### src/rtl/puf_host_pkg.sv
// Shared types and defaults for the PUF host controller.
// The majority-vote build (PUF_MAJORITY_VOTE_EN) uses majority3.
package puf_host_pkg;

    typedef enum logic [2:0] {
        IDLE    = 3'd0,
        CLEAR   = 3'd1,
        RUN     = 3'd2,
        CAPTURE = 3'd3,
        RESP    = 3'd4
    } puf_state_e;

    localparam int unsigned DEF_RESET_CYCLES   = 32'd4;
    localparam logic [31:0] DEF_TIMEOUT_CYCLES = 32'h0100_0000;

    function automatic logic [7:0] majority3(
        input logic [7:0] a,
        input logic [7:0] b,
        input logic [7:0] c
    );
        return (a & b) | (a & c) | (b & c);
    endfunction

endpackage

### src/rtl/puf_host_ctrl_done_sync.sv
// Two-flop synchronizer bringing the asynchronous PUF done flag into the clk domain.
module puf_done_sync (
    input  logic clk,
    input  logic reset_n,
    input  logic i_async,
    output logic o_sync
);

    logic r_meta;
    logic r_sync;

    // Metastability stage followed by the stable output stage
    always_ff @(posedge clk or negedge reset_n) begin
        if (!reset_n) begin
            r_meta <= 1'b0;
            r_sync <= 1'b0;
        end else begin
            r_meta <= i_async;
            r_sync <= r_meta;
        end
    end

    assign o_sync = r_sync;

endmodule

### src/rtl/puf_host_ctrl.sv
// Host-side sequencer for one PUF evaluation: clear, run with timeout, capture, respond.
// Define PUF_MAJORITY_VOTE_EN to run three passes per request and return their bitwise majority.
module puf_host_ctrl
    import puf_host_pkg::*;
#(
    parameter int unsigned RESET_CYCLES   = DEF_RESET_CYCLES,
    parameter logic [31:0] TIMEOUT_CYCLES = DEF_TIMEOUT_CYCLES
) (
    input  logic       clk,
    input  logic       reset_n,
    input  logic       req_valid,
    input  logic [7:0] req_challenge,
    output logic       req_ready,
    output logic       resp_valid,
    output logic [7:0] resp_data,
    output logic       resp_err,
    input  logic       resp_ready,
    output logic       puf_enable,
    output logic [7:0] puf_challenge,
    output logic       puf_reset,
    input  logic       puf_done,
    input  logic [7:0] puf_response
);

    localparam logic [7:0]  CLR_LAST   = 8'(RESET_CYCLES - 32'd1);
    localparam logic [31:0] TIMER_LAST = TIMEOUT_CYCLES - 32'd1;

    puf_state_e  r_state;
    logic        r_req_ready;
    logic        r_resp_valid;
    logic [7:0]  r_resp_data;
    logic        r_resp_err;
    logic        r_puf_enable;
    logic        r_puf_reset;
    logic [7:0]  r_puf_challenge;
    logic [7:0]  r_clr_cnt;
    logic [31:0] r_timer;
    logic        w_done_sync;
`ifdef PUF_MAJORITY_VOTE_EN
    logic [1:0]  r_pass;
    logic [7:0]  r_vote0;
    logic [7:0]  r_vote1;
`endif

    puf_done_sync u_done_sync (
        .clk     (clk),
        .reset_n (reset_n),
        .i_async (puf_done),
        .o_sync  (w_done_sync)
    );

    // Evaluation sequencer; every output is a register updated here
    always_ff @(posedge clk or negedge reset_n) begin
        if (!reset_n) begin
            r_state         <= IDLE;
            r_req_ready     <= 1'b1;
            r_resp_valid    <= 1'b0;
            r_resp_data     <= 8'h00;
            r_resp_err      <= 1'b0;
            r_puf_enable    <= 1'b0;
            r_puf_reset     <= 1'b1;
            r_puf_challenge <= 8'h00;
            r_clr_cnt       <= 8'd0;
            r_timer         <= 32'd0;
`ifdef PUF_MAJORITY_VOTE_EN
            r_pass          <= 2'd0;
            r_vote0         <= 8'h00;
            r_vote1         <= 8'h00;
`endif
        end else begin
            case (r_state)
                IDLE: begin
                    r_puf_enable <= 1'b0;
                    r_puf_reset  <= 1'b1;
                    if (req_valid && r_req_ready) begin
                        r_puf_challenge <= req_challenge;
                        r_req_ready     <= 1'b0;
                        r_clr_cnt       <= 8'd0;
`ifdef PUF_MAJORITY_VOTE_EN
                        r_pass          <= 2'd0;
`endif
                        r_state         <= CLEAR;
                    end else begin
                        r_req_ready <= 1'b1;
                    end
                end
                CLEAR: begin
                    if (r_clr_cnt == CLR_LAST) begin
                        r_puf_reset  <= 1'b0;
                        r_puf_enable <= 1'b1;
                        r_timer      <= 32'd0;
                        r_state      <= RUN;
                    end else begin
                        r_clr_cnt <= r_clr_cnt + 8'd1;
                    end
                end
                RUN: begin
                    // The first RUN cycle may still see the previous pass's done in the synchronizer
                    if (w_done_sync && (r_timer != 32'd0)) begin
                        r_puf_enable <= 1'b0;
                        r_state      <= CAPTURE;
                    end else if (r_timer == TIMER_LAST) begin
                        r_puf_enable <= 1'b0;
                        r_puf_reset  <= 1'b1;
                        r_resp_valid <= 1'b1;
                        r_resp_err   <= 1'b1;
                        r_resp_data  <= 8'h00;
                        r_state      <= RESP;
                    end else begin
                        r_timer <= r_timer + 32'd1;
                    end
                end
                CAPTURE: begin
                    r_puf_enable <= 1'b0;
                    r_puf_reset  <= 1'b1;
`ifdef PUF_MAJORITY_VOTE_EN
                    if (r_pass == 2'd2) begin
                        r_resp_data  <= majority3(r_vote0, r_vote1, puf_response);
                        r_resp_err   <= 1'b0;
                        r_resp_valid <= 1'b1;
                        r_state      <= RESP;
                    end else begin
                        if (r_pass == 2'd0) begin
                            r_vote0 <= puf_response;
                        end else begin
                            r_vote1 <= puf_response;
                        end
                        r_pass    <= r_pass + 2'd1;
                        r_clr_cnt <= 8'd0;
                        r_state   <= CLEAR;
                    end
`else
                    r_resp_data  <= puf_response;
                    r_resp_err   <= 1'b0;
                    r_resp_valid <= 1'b1;
                    r_state      <= RESP;
`endif
                end
                RESP: begin
                    if (resp_ready) begin
                        r_resp_valid <= 1'b0;
                        r_req_ready  <= 1'b1;
                        r_state      <= IDLE;
                    end else begin
                        r_resp_valid <= 1'b1;
                    end
                end
                default: begin
                    r_state      <= IDLE;
                    r_req_ready  <= 1'b1;
                    r_resp_valid <= 1'b0;
                    r_puf_enable <= 1'b0;
                    r_puf_reset  <= 1'b1;
                end
            endcase
        end
    end

    assign req_ready     = r_req_ready;
    assign resp_valid    = r_resp_valid;
    assign resp_data     = r_resp_data;
    assign resp_err      = r_resp_err;
    assign puf_enable    = r_puf_enable;
    assign puf_reset     = r_puf_reset;
    assign puf_challenge = r_puf_challenge;

endmodule

### config.mk
export PLATFORM = sky130hd
export DESIGN_NAME = puf_host_ctrl
export DESIGN_NICKNAME = d
export VERILOG_FILES = /design/src/rtl/puf_host_pkg.sv /design/src/rtl/puf_host_ctrl_done_sync.sv /design/src/rtl/puf_host_ctrl.sv
export SDC_FILE = /design/constraint.sdc
export NUM_CORES = 1
export LEC_CHECK = 0
export ABC_AREA = 0
export CAP_MARGIN = 20
export CORE_MARGIN = 2
export CORE_UTILIZATION = 37
export DETAILED_ROUTE_END_ITERATION = 7
export PLACE_DENSITY_LB_ADDON = 0.3
export SLEW_MARGIN = 0
export SYNTH_ARGS = -nofsm -noshare
export SYNTH_HDL_FRONTEND = slang
export SYNTH_SLANG_ARGS = --single-unit
### constraint.sdc
create_clock -name clk -period 2.1 [get_ports clk]
set_input_delay 0.315 -clock clk [delete_from_list [all_inputs] [get_ports clk]]
set_output_delay 0.315 -clock clk [all_outputs]
set_load 0.02 [all_outputs]
==> results of run 1 <==
cell type report:
| type | instances | area, sq um |
|---|---|---|
| fill | 897 | 4560 |
| multi-input combinational | 296 | 1960 |
| sequential | 66 | 1670 |
| timing repair buffer | 121 | 1060 |
| tap | 133 | 166 |
| clock buffer | 12 | 155 |
| clock inverter | 4 | 97.6 |
| inverter | 25 | 93.8 |
final timing paths:
check | startpoint | to | slack, ns
worst max-delay path | r_timer[1]$_DFFE_PN0P_ | r_timer[20]$_DFFE_PN0P_ | -0.07
worst min-delay path | u_done_sync.r_meta$_DFF_PN0_ | u_done_sync.o_sync$_DFF_PN0_ | 0.36
worst max register to register | r_timer[1]$_DFFE_PN0P_ | r_timer[20]$_DFFE_PN0P_ | -0.07
worst min register to register | u_done_sync.r_meta$_DFF_PN0_ | u_done_sync.o_sync$_DFF_PN0_ | 0.36
max in group asynchronous | reset_n | puf_reset$_DFFE_PN1P_ | 1.25
min in group asynchronous | reset_n | r_timer[15]$_DFFE_PN0P_ | 0.50
what timing repair did:
| action | 4_1_cts | 5_1_grt |
|---|---|---|
| hold buffers | 1 | 0 |
| pin swaps | 6 | 6 |
| endpoints found under the setup margin | 47 | 43 |
| hold endpoints to repair | 12 | 0 |
| resized for setup | 21 | 24 |
| gates cloned | 0 | 1 |
| setup buffers | 2 | 6 |
power by group through the flow:
stage / clock (mW) / combinational (mW) / sequential, mW
final: 1.37 / 2.43 / 1.72
after global routing: 1.45 / 2.64 / 1.76
after CTS: 1.39 / 2.33 / 1.72
after detailed placement: 0 / 2.23 / 1.73
after global placement: 0 / 2.19 / 1.73
after floorplan: 0 / 1.15 / 1.84
through the flow:
step / cell area [sq um] / instances / setup TNS, ns
2_1_floorplan: 3790 / 414 / -0.117
3_3_place_gp: 4730 / 631 / -10.16
3_5_place_dp: 4730 / 631 / -13.84
4_1_cts: 5090 / 650 / 0
5_1_grt: 5210 / 657 / -2.98
6_report: 5210 / 657 / -0.395
synthesized netlist by cell type, types with 4 or more instances:
| cell type | count |
|---|---|
| a211oi_1 | 8 |
| a31oi_1 | 18 |
| nor4_1 | 16 |
| and3_1 | 9 |
| a221o_1 | 4 |
| nor2_1 | 22 |
| nand4_1 | 15 |
| dfrtp_1 | 64 |
| clkbuf_2 | 4 |
| inv_1 | 24 |
| nand2_1 | 45 |
| xnor2_1 | 5 |
| o21a_1 | 6 |
| o31a_1 | 4 |
| nand2b_1 | 4 |
| a22oi_1 | 8 |
| clkbuf_1 | 13 |
| nand3_1 | 24 |
| a21oi_1 | 7 |
| nor3_1 | 11 |
| buf_2 | 4 |
| or3_1 | 5 |
| a21o_1 | 8 |
| o21ai_0 | 26 |
kinds of logic after synthesis:
kind of cell / after synthesis
AOI/OAI and AO/OA: 115
xor gates and xnor gates: 7
and+or+nand+nor: 170
DFF: 66
adders and majority gates: 3
muxes: 1
buffers and inverters: 52
sequential cells by signal (all words and copies together), names as in the netlist:
name                count
puf_challenge           8
r_state                 3
resp_valid              1
puf_enable              1
resp_data               8
r_clr_cnt               8
resp_err                1
u_done_sync.r_meta      1
u_done_sync.o_sync      1
r_timer                32
req_ready               1
puf_reset               1
metal layers:
| metal | up-vias | wire length [microns] |
|---|---|---|
| met5 | - | 0 |
| met4 | 0 | 227 |
| met3 | 24 | 817 |
| met2 | 166 | 5020 |
| met1 | 1777 | 4790 |
| li1 | 1756 | - |
==> results by group, run 1 <==
Outcome
  – Outcome: finished with violations
  – Failing checks: negative setup slack

Flow run
  – Max-capacitance violation count: 0

Critical path
  – CP Max Fanout: 10
  – CP Data Arrival Time: 2.38 ns
  – R2R depth: 9
  – CP delay by family, top: compound AO/OA/AOI/OAI gates
  – Crit-path cells: inv_2, ha_4, nor4b_4, nand4_1, o211a_1, buf_6, a21oi_4, buf_6, o221ai_1
  – CP required: 2.31 ns
  – Most frequent CP cell: buf_6
  – Critical path buffer and inverter count: 3
  – CP max stage delay: 0.41 ns
  – CP Class: flop to flop
  – Nature of the critical path startpoint: flop
  – CP Capture Type: flop
  – CP max stage cell: dfrtp_1
  – Worst path depth: 9

Pwr
  – Clock network fraction of design power: 24.9%
  – Leak: 2.28 nW
  – Internal power: 3.49 mW
  – Combinational cell fraction of total power: 44.0%
  – Net Sw Frac: 36.9%
  – Worst vdd ir: 0.635 mV
  – Overall Power: 5.52 mW
  – Power density over the cells: 1060 nW/um^2
  – Sequential Power Share: 31.2%
  – Switch Pwr: 2.04 mW

Floorplanning
  – Die area: 10900 sq um
  – Core Rows: 36
  – Initial cell density of the core: 38.2%
  – I/O pin cnt: 42
  – Die X-Extent: 105 microns
  – Core region area: 9770 sq um
  – Die Height: 105 microns

Layout
  – Fraction of layout cells with a size suffix above 1: 28.1%
  – N_diodes: 0
  – Nets: 543
  – Commonest non-fill, non-tap cell in the layout: buf_4
  – Commonest non-fill, non-tap cells in the layout: buf_4 (68), dfrtp_1 (52), nand2_1 (44)
  – Area grow syn2layout: 39.4%
  – Layout Utilization: 53.3%

Timing
  – PnR worst setup slack: -0.0696 ns
  – Period utilization: 103%
  – Worst-Margin Slew: 0.588 ns
  – Minimum clock period: 2.17 ns
  – Worst Skew: 0.0108 ns
  – Setup violations, final: 17
  – Final Hold Viols: 0
  – RSZ-0062 raised after global routing: true
  – Fmax achieved: 461 MHz
  – Hold Slack: 0.356 ns
  – Fin. max-slew vios: 0
  – Slew headroom: 60.6%

Clocking
  – Clk buf depth: 2
  – Clock-pin slew on the worst setup and hold paths: 0.07 ns
  – H-tree depth: 3
  – Clk_lat worst skew: 0.35 ns
  – CTS tree: yes
  – Cts bufs inserted: 9
  – Root Driver: clkbuf_8
  – CTS sink count: 66

Yosys
  – Yosys top cell area share: 42.9%
  – Synth Warn #: 0
  – Post-synth top area cell: dfrtp_1
  – Post-Syn Instances: 414
  – Compound-gate portion of the synthesized area: 21.3%
  – Synth async-reset ratio: 100%
  – Post-Synth Simple-Gate Area: 24.4%
  – Largest family of logic cells by synthesized area: simple AND/OR/NAND/NOR gates
  – Synth cell types: 66
  – Syn_nets: 438
  – Post-synthesis mux area share: 0.268%
  – Sequential fraction of the synthesis area: 44.3%
  – Synth Area in Adders: 1.00%
  – Synth Area in XOR/XNOR: 1.64%
  – Synthesized cell area: 3740 sq um
  – Post-synth EDFFs: 0
  – Synthesis-stage register bit count: 66
  – Synth area leaders: dfrtp_1 (43%), nand2_1 (4.5%), o21ai_0 (3.5%)
  – Main synth FF type: dfrtp_1
  – Syn Area/Cell: 9.03 sq um

Routing
  – Starting DRT DRC Count: 343
  – Routed wire length: 10900 microns
  – Via density: 5.67
  – DRT Pass-1 Iters: 5
  – ANT nets after route: 0
  – Total number of vias: 3723
  – Post-DR wirelength/cell: 16.5 microns
  – Drc violations: 0

Global route
  – GRT Util Overall: 20.3%
  – Initial antenna violation count: 0
  – Grt met2 use: 32.3%
  – Wire length of the first global-routing pass: 18100 microns
  – Busiest grt layer: met2
  – Largest net degree at the start of global routing: 67
  – GRT met1 Usage: 27.6%
  – Grt total ovfl: 0
  – Met3 Use GR: 3.26%
  – Number of global-route vias before repair: 3735

Worst hold path
  – Hold crit path type: flop to flop
  – Worst hold path stage count: 0

Place
  – # port buffers: 41
  – Setup WS pre-CTS: -0.403 ns
  – Post-DP HPWL: 7360 microns
  – GP Congestion: 0.906
Power figures use the tool's default switching activity.
==> run 2, diff against run 1 <==
==> constraint.sdc (replaced) <==
create_clock -name clk -period 2.1 [get_ports clk]
set_input_delay 0.315 -clock clk [delete_from_list [all_inputs] [get_ports clk]]
set_output_delay 0.315 -clock clk [all_outputs]
set_load 0.1 [all_outputs]
==> run 2 against run 1 <==
  * The flow still finishes with violations (negative setup slack)
  * First-iteration DRC count decreased by 19%
  * Sequential share of layout area about the same
  * Clock skew increased by 0.0013 ns
  * Worst hold slack got worse by 0.0011 ns
  * Final cell count increased by 0.91%
  * Wire length increased by 1.5%
  * Non-clock buffer count increased by 6
  * Core utilization decreased by 0.090 points
  * Fmax increased by 0.95%
  * Die area unchanged
  * Global-route usage decreased by 0.28 points
==> results by group, run 2 (synthesis results as in run 1) <==
Outcome
  – Outcome: finished with violations
  – Failing checks: negative setup slack

Critical path
  – CP max stage delay: 0.44 ns (+0.03 ns)
  – CP Capture Type: flop
  – FF-to-FF setup slack: -0.05 ns (+0.02 ns)
  – CP Class: flop to flop
  – Worst r2r src: r_timer[13]$_DFFE_PN0P_
  – CP required: 2.33 ns (+0.02 ns)
  – CP max stage cell: dfrtp_2
  – R2R depth: 9 (unchanged)
  – CP delay by family, top: buffers and inverters
  – Worst r2r dst: r_timer[12]$_DFFE_PN0P_
  – Critical path buffer and inverter count: 4 (+1)
  – CP Max Fanout: 5 (-5)
  – Nature of the critical path startpoint: flop
  – Crit-path cells: buf_6, nor4_4, buf_4, nand4_1, o211a_1, buf_6, a21oi_4, buf_6, a31oi_2
  – Most frequent CP cell: buf_6
  – CP Data Arrival Time: 2.38 ns (about the same)

Layout
  – Post-Layout Inst Area: 5200 sq um (-0.17%)
  – Commonest non-fill, non-tap cells in the layout: buf_4 (93), dfrtp_1 (56), nand2_1 (43)
  – Fraction of layout cells with a size suffix above 1: 33.4% (+5.3 points)
  – Reg area: 1660 sq um (-0.30%)
  – Nets: 549 (+1.1%)
  – Final Non-Filler Cells: 663 (+0.91%)
  – Area of the multi-input gates: 2010 sq um (+2.5%)
  – Register bank with the most flops: r_timer
  – Filler instances: 884 (-1.4%)
  – Max reg flops: 32 (unchanged)
  – Layout Utilization: 53.2% (-0.090 points)
  – Area grow syn2layout: 39.2%
  – Commonest non-fill, non-tap cell in the layout: buf_4
  – N_diodes: 0 (unchanged)

Timing
  – Fmax achieved: 465 MHz (+0.95%)
  – Setup TNS: -0.743 ns (-0.348 ns)
  – Hold Slack: 0.355 ns (-0.00107 ns)
  – Worst-Margin Slew: 0.526 ns (-0.0626 ns)
  – PnR worst setup slack: -0.0491 ns (+0.0205 ns)
  – Fin. max-slew vios: 0 (unchanged)
  – Slew headroom: 64.8% (+4.2 points)
  – Minimum clock period: 2.15 ns (-0.0205 ns)
  – Final Hold Viols: 0 (unchanged)
  – Setup violations, final: 26 (+9)
  – RSZ-0062 raised after global routing: true
  – Worst Skew: 0.0121 ns (+0.00134 ns)
  – Period utilization: 102% (-0.98 points)

Clocking
  – CTS tree: yes
  – Clk buf depth: 2 (unchanged)
  – Clock-pin slew on the worst setup and hold paths: 0.07 ns (about the same)
  – CTS sink count: 66 (unchanged)
  – Root Driver: clkbuf_8
  – Clk_lat worst skew: 0.36 ns (about the same)
  – Cts bufs inserted: 9 (unchanged)
  – H-tree depth: 3 (unchanged)

Routing
  – Met2 routed WL: 5290 microns (+5.4%)
  – Post-DR wirelength/cell: 16.6 microns (+0.60%)
  – Routed wire length: 11000 microns (+1.5%)
  – ANT nets after route: 0 (unchanged)
  – Max Used Layer: met4
  – Starting DRT DRC Count: 277 (-19%)
  – Metal1 wirelength: 4730 microns (-1.3%)
  – Via density: 5.69 (+0.35%)
  – Metal3 WL: 751 microns (-8.1%)
  – Drc violations: 0 (unchanged)
  – Total number of vias: 3770 (+1.3%)
  – DRT Pass-1 Iters: 8 (+3)

Floorplanning
  – Die X-Extent: 105 microns (unchanged)
  – Die area: 10900 sq um (unchanged)
  – I/O pin cnt: 42 (unchanged)
  – Initial cell density of the core: 38.2% (unchanged)
  – Die Height: 105 microns (unchanged)
  – Core Rows: 36 (unchanged)
  – Core region area: 9770 sq um (unchanged)

Place
  – # port buffers: 41 (unchanged)
  – Setup WS pre-CTS: -0.187 ns (+0.216 ns)
  – GP Congestion: 0.911 (+0.63%)
  – Placed cell count: 634 (+0.48%)
  – Post-DP HPWL: 7380 microns (+0.28%)
  – Area after DPL: 4700 sq um (-0.63%)

Pwr
  – Leak: 2.33 nW (+2.1%)
  – Worst vdd ir: 0.962 mV (+52%)
  – Power density over the cells: 1180 nW/um^2 (+11%)
  – Overall Power: 6.12 mW (+11%)

Flow run
  – Max-capacitance violation count: 0 (unchanged)

Global route
  – GRT Util Overall: 20.0% (-0.28 points)
  – Initial antenna violation count: 0 (unchanged)
  – Wire length of the first global-routing pass: 17900 microns (-1.1%)
  – Number of global-route vias before repair: 3697 (-1.0%)
  – Grt total ovfl: 0 (unchanged)
  – Largest net degree at the start of global routing: 67 (unchanged)

Worst hold path
  – Hold crit path type: flop to flop
  – Worst Hold Path EP: u_done_sync.o_sync$_DFF_PN0_
  – HP Start: u_done_sync.r_meta$_DFF_PN0_
  – Worst hold path stage count: 0 (unchanged)
-- run 2: cell types whose count changed in the layout (fill, tap and decap cells not counted), moves of 3 or more --
cell | before | now
dfrtp_1 | 52 | 56
buf_4 | 68 | 93
dfrtp_2 | 12 | 8
clkinv_2 | 0 | 3
clkdlybuf4s50_1 | 40 | 19
-- run 2: worst max path at each step --
stage | cells past startpoint | slack (ns) | end | start
6_report | 9 | -0.05 | r_timer[12]$_DFFE_PN0P_ | r_timer[13]$_DFFE_PN0P_
4_1_cts | 9 | -0.002 | r_timer[20]$_DFFE_PN0P_ | r_timer[18]$_DFFE_PN0P_
3_3_place_gp | 7 | -0.09 | r_timer[16]$_DFFE_PN0P_ | r_timer[0]$_DFFE_PN0P_
2_1_floorplan | 9 | -0.03 | r_timer[16]$_DFFE_PN0P_ | r_timer[1]$_DFFE_PN0P_
3_5_place_dp | 7 | -0.19 | r_timer[7]$_DFFE_PN0P_ | r_timer[0]$_DFFE_PN0P_
5_1_grt | 9 | -0.19 | resp_data[2]$_DFFE_PN0P_ | r_timer[1]$_DFFE_PN0P_
-- run 2: layer usage --
layer | track usage, % | up-vias
li1 | - | 1768
met1 | 27.8 | 1820
met2 | 31.6 | 153
met3 | 3.76 | 29
met4 | 6.27 | 0
met5 | 0 | -
-- run 2: repair_timing --
item / in CTS / in global routing
endpoints found under the setup margin: 31 / 45
endpoints found under the hold margin: 34 / 0
gates resized for setup: 18 / 34
buffers inserted: 5 / 3
cloned: 0 / 4
pin swaps: 1 / 11
hold buffers: 1 / 0
-- run 2: cell type report --
cell class	count	share of cell area, %
clock buffers	11	2.91
clock inverters	5	1.01
inverters	25	1.80
multi-input cells	296	38.7
flip-flops and latches	66	32.0
well taps	133	3.20
repair buffers	127	20.4
-- run 2: where the power goes --
part	leakage, nW	switching (mW)	internal, mW
Sequential	0.837	0.205	1.52
Combinational	1.39	2.17	1.11
Clock	0.105	0.514	0.607
Total	2.33	2.88	3.24
==> run 3, diff against run 2 <==
--- a/config.mk
+++ b/config.mk
@@ -10,7 +10,9 @@
 export CORE_MARGIN = 2
 export CORE_UTILIZATION = 37
 export DETAILED_ROUTE_END_ITERATION = 7
+export DONT_BUFFER_PORTS = 1
 export PLACE_DENSITY_LB_ADDON = 0.3
+export RECOVER_POWER = 100
 export SLEW_MARGIN = 0
 export SYNTH_ARGS = -nofsm -noshare
 export SYNTH_HDL_FRONTEND = slang
==> run 3 against run 2 <==
  * The run still ends with negative setup slack left
  * Fmax is 0.50% higher
  * Via count is 0.80% lower
  * Non-clock buffer count is 16 lower
  * First-iteration DRC count is 10% higher
  * Core utilization is 0.91 points lower
  * Power is 5.4% higher
  * Critical endpoint is now r_timer[22]$_DFFE_PN0P_
==> results by group, run 3 (synthesis results as in run 1) <==
Outcome
  – Outcome: finished with violations
  – Failing checks: negative setup slack

Pwr
  – Power density over the cells: 1260 nW/um^2 (+7.3%)
  – Worst vdd ir: 0.916 mV (-4.8%)
  – Leak: 2.24 nW (-3.6%)
  – Overall Power: 6.46 mW (+5.4%)

Layout
  – Area grow syn2layout: 36.8%
  – Fraction of layout cells with a size suffix above 1: 37.0% (+3.6 points)
  – Commonest non-fill, non-tap cells in the layout: buf_4 (72), dfrtp_1 (55), nand2_1 (44)
  – Post-Layout Inst Area: 5110 sq um (-1.7%)
  – Register bank with the most flops: r_timer
  – Nets: 533 (-2.9%)
  – Layout Utilization: 52.3% (-0.91 points)
  – N_diodes: 0 (unchanged)
  – Commonest non-fill, non-tap cell in the layout: buf_4
  – Max reg flops: 32 (unchanged)
  – Final Non-Filler Cells: 647 (-2.4%)

Clocking
  – CTS sink count: 66 (unchanged)
  – CTS tree: yes
  – Clock-pin slew on the worst setup and hold paths: 0.08 ns (about the same)
  – Clk_lat worst skew: 0.36 ns (about the same)
  – Root Driver: clkbuf_8
  – Cts bufs inserted: 9 (unchanged)
  – Clk buf depth: 2 (unchanged)
  – H-tree depth: 3 (unchanged)

Timing
  – RSZ-0062 raised after global routing: true
  – Setup violations, final: 21 (-19%)
  – PnR worst setup slack: -0.0385 ns (+0.0106 ns)
  – Worst Skew: 0.0123 ns (+0.000140 ns)
  – Fmax achieved: 468 MHz (+0.50%)
  – Worst-Margin Slew: 0.971 ns (+0.445 ns)
  – Minimum clock period: 2.14 ns (-0.0106 ns)
  – Final Hold Viols: 0 (unchanged)
  – Slew headroom: 35.3% (-30 points)
  – Period utilization: 102% (-0.51 points)
  – Setup TNS: -0.459 ns (+0.284 ns)
  – Fin. max-slew vios: 0 (unchanged)
  – Hold Slack: 0.0648 ns (-0.290 ns)

Global route
  – Largest net degree at the start of global routing: 67 (unchanged)
  – GRT Util Overall: 21.4% (+1.3 points)
  – Wire length of the first global-routing pass: 18700 microns (+4.4%)
  – Initial antenna violation count: 0 (unchanged)
  – Grt total ovfl: 0 (unchanged)
  – Number of global-route vias before repair: 3723 (+0.70%)

Floorplanning
  – Die Height: 105 microns (unchanged)
  – Core region area: 9770 sq um (unchanged)
  – Core Rows: 36 (unchanged)
  – I/O pin cnt: 42 (unchanged)
  – Die area: 10900 sq um (unchanged)
  – Die X-Extent: 105 microns (unchanged)
  – Initial cell density of the core: 38.2% (unchanged)

Flow run
  – Max-capacitance violation count: 0 (unchanged)

Routing
  – Drc violations: 0 (unchanged)
  – Routed wire length: 11400 microns (+3.3%)
  – ANT nets after route: 0 (unchanged)
  – Starting DRT DRC Count: 305 (+10%)
  – Via density: 5.78 (+1.7%)
  – DRT Pass-1 Iters: 5 (-3)
  – Total number of vias: 3740 (-0.80%)
  – Post-DR wirelength/cell: 17.6 microns (+5.9%)

Place
  – Area after DPL: 4440 sq um (-5.6%)
  – GP Congestion: 0.960 (+5.3%)
  – # port buffers: 0 (-100%)
  – Placed cell count: 608 (-4.1%)
  – Post-DP HPWL: 7490 microns (+1.5%)
  – Setup WS pre-CTS: -0.384 ns (-0.197 ns)

Critical path
  – CP Data Arrival Time: 2.37 ns (about the same)
  – CP Class: flop to flop
  – CP Max Fanout: 7 (+2)
  – CP Capture Type: flop
  – Nature of the critical path startpoint: flop
  – CP required: 2.33 ns (about the same)

Worst hold path
  – Hold crit path type: input pin to flop
## run 3: cell types whose count changed in the layout (fill, tap and decap cells not counted), sizes merged
cell           previous run  this run
buf                     106        84
bufinv                    1         3
clkbuf                   11        35
clkdlybuf4s15             1         0
clkdlybuf4s50            19         0
clkinv                    4         3
dlygate4sd3               1         2
## run 3: cell type report
cell class | instances | area, sq um
Sequential cell | 66 | 1670
Multi-Input combinational cell | 296 | 2130
Clock inverter | 6 | 115
Inverter | 25 | 93.8
Tap cell | 133 | 166
Fill cell | 892 | 4660
Timing Repair Buffer | 111 | 818
Clock buffer | 10 | 128
## run 3: timing repair
item / in CTS / in global routing
pin swaps: 9 / 18
gates resized for setup: 34 / 55
setup buffers: 14 / 2
endpoints found under the hold margin: 67 / 0
hold buffers: 3 / 0
cloned: 3 / 1
setup endpoints to repair: 45 / 45
## run 3: power breakdown
group,switching [mW],total (mW),internal [mW],leakage [nW]
Combinational,2.21,3.32,1.12,1.29
Sequential,0.302,1.81,1.51,0.834
Clock,0.529,1.32,0.793,0.117
Total,3.04,6.46,3.42,2.24
## run 3: final timing paths
check / from / slack (ns) / cells past startpoint / end
worst min-delay path: req_challenge[7] / 0.06 / 2 / puf_challenge[7]$_DFFE_PN0P_
min in group asynchronous: reset_n / 0.69 / 2 / r_timer[27]$_DFFE_PN0P_
worst max register to register: r_timer[0]$_DFFE_PN0P_ / -0.04 / 9 / r_timer[22]$_DFFE_PN0P_
worst max-delay path: r_timer[0]$_DFFE_PN0P_ / -0.04 / 9 / r_timer[22]$_DFFE_PN0P_
max in group asynchronous: reset_n / 0.73 / 2 / r_timer[2]$_DFFE_PN0P_
worst min register to register: u_done_sync.r_meta$_DFF_PN0_ / 0.36 / 0 / u_done_sync.o_sync$_DFF_PN0_
## run 3: critical path, stage by stage (launching register included)
cell     delay (ns)
dfrtp_2        0.45
inv_2          0.10
ha_4           0.15
nor4b_4        0.21
nand4_1        0.21
o211a_1        0.32
buf_6          0.13
a21oi_4        0.18
buf_6          0.18
a31oi_2        0.10
## run 3: metal layers
metal  vias to the layer above  global-route usage (%)  part of all wire, %
met5                         -                       0                    0
met4                         0                    8.98                  3.0
met3                        32                    5.26                  7.0
met2                       146                    33.9                   47
met1                      1821                    27.8                   43
li1                       1741                       -                    -
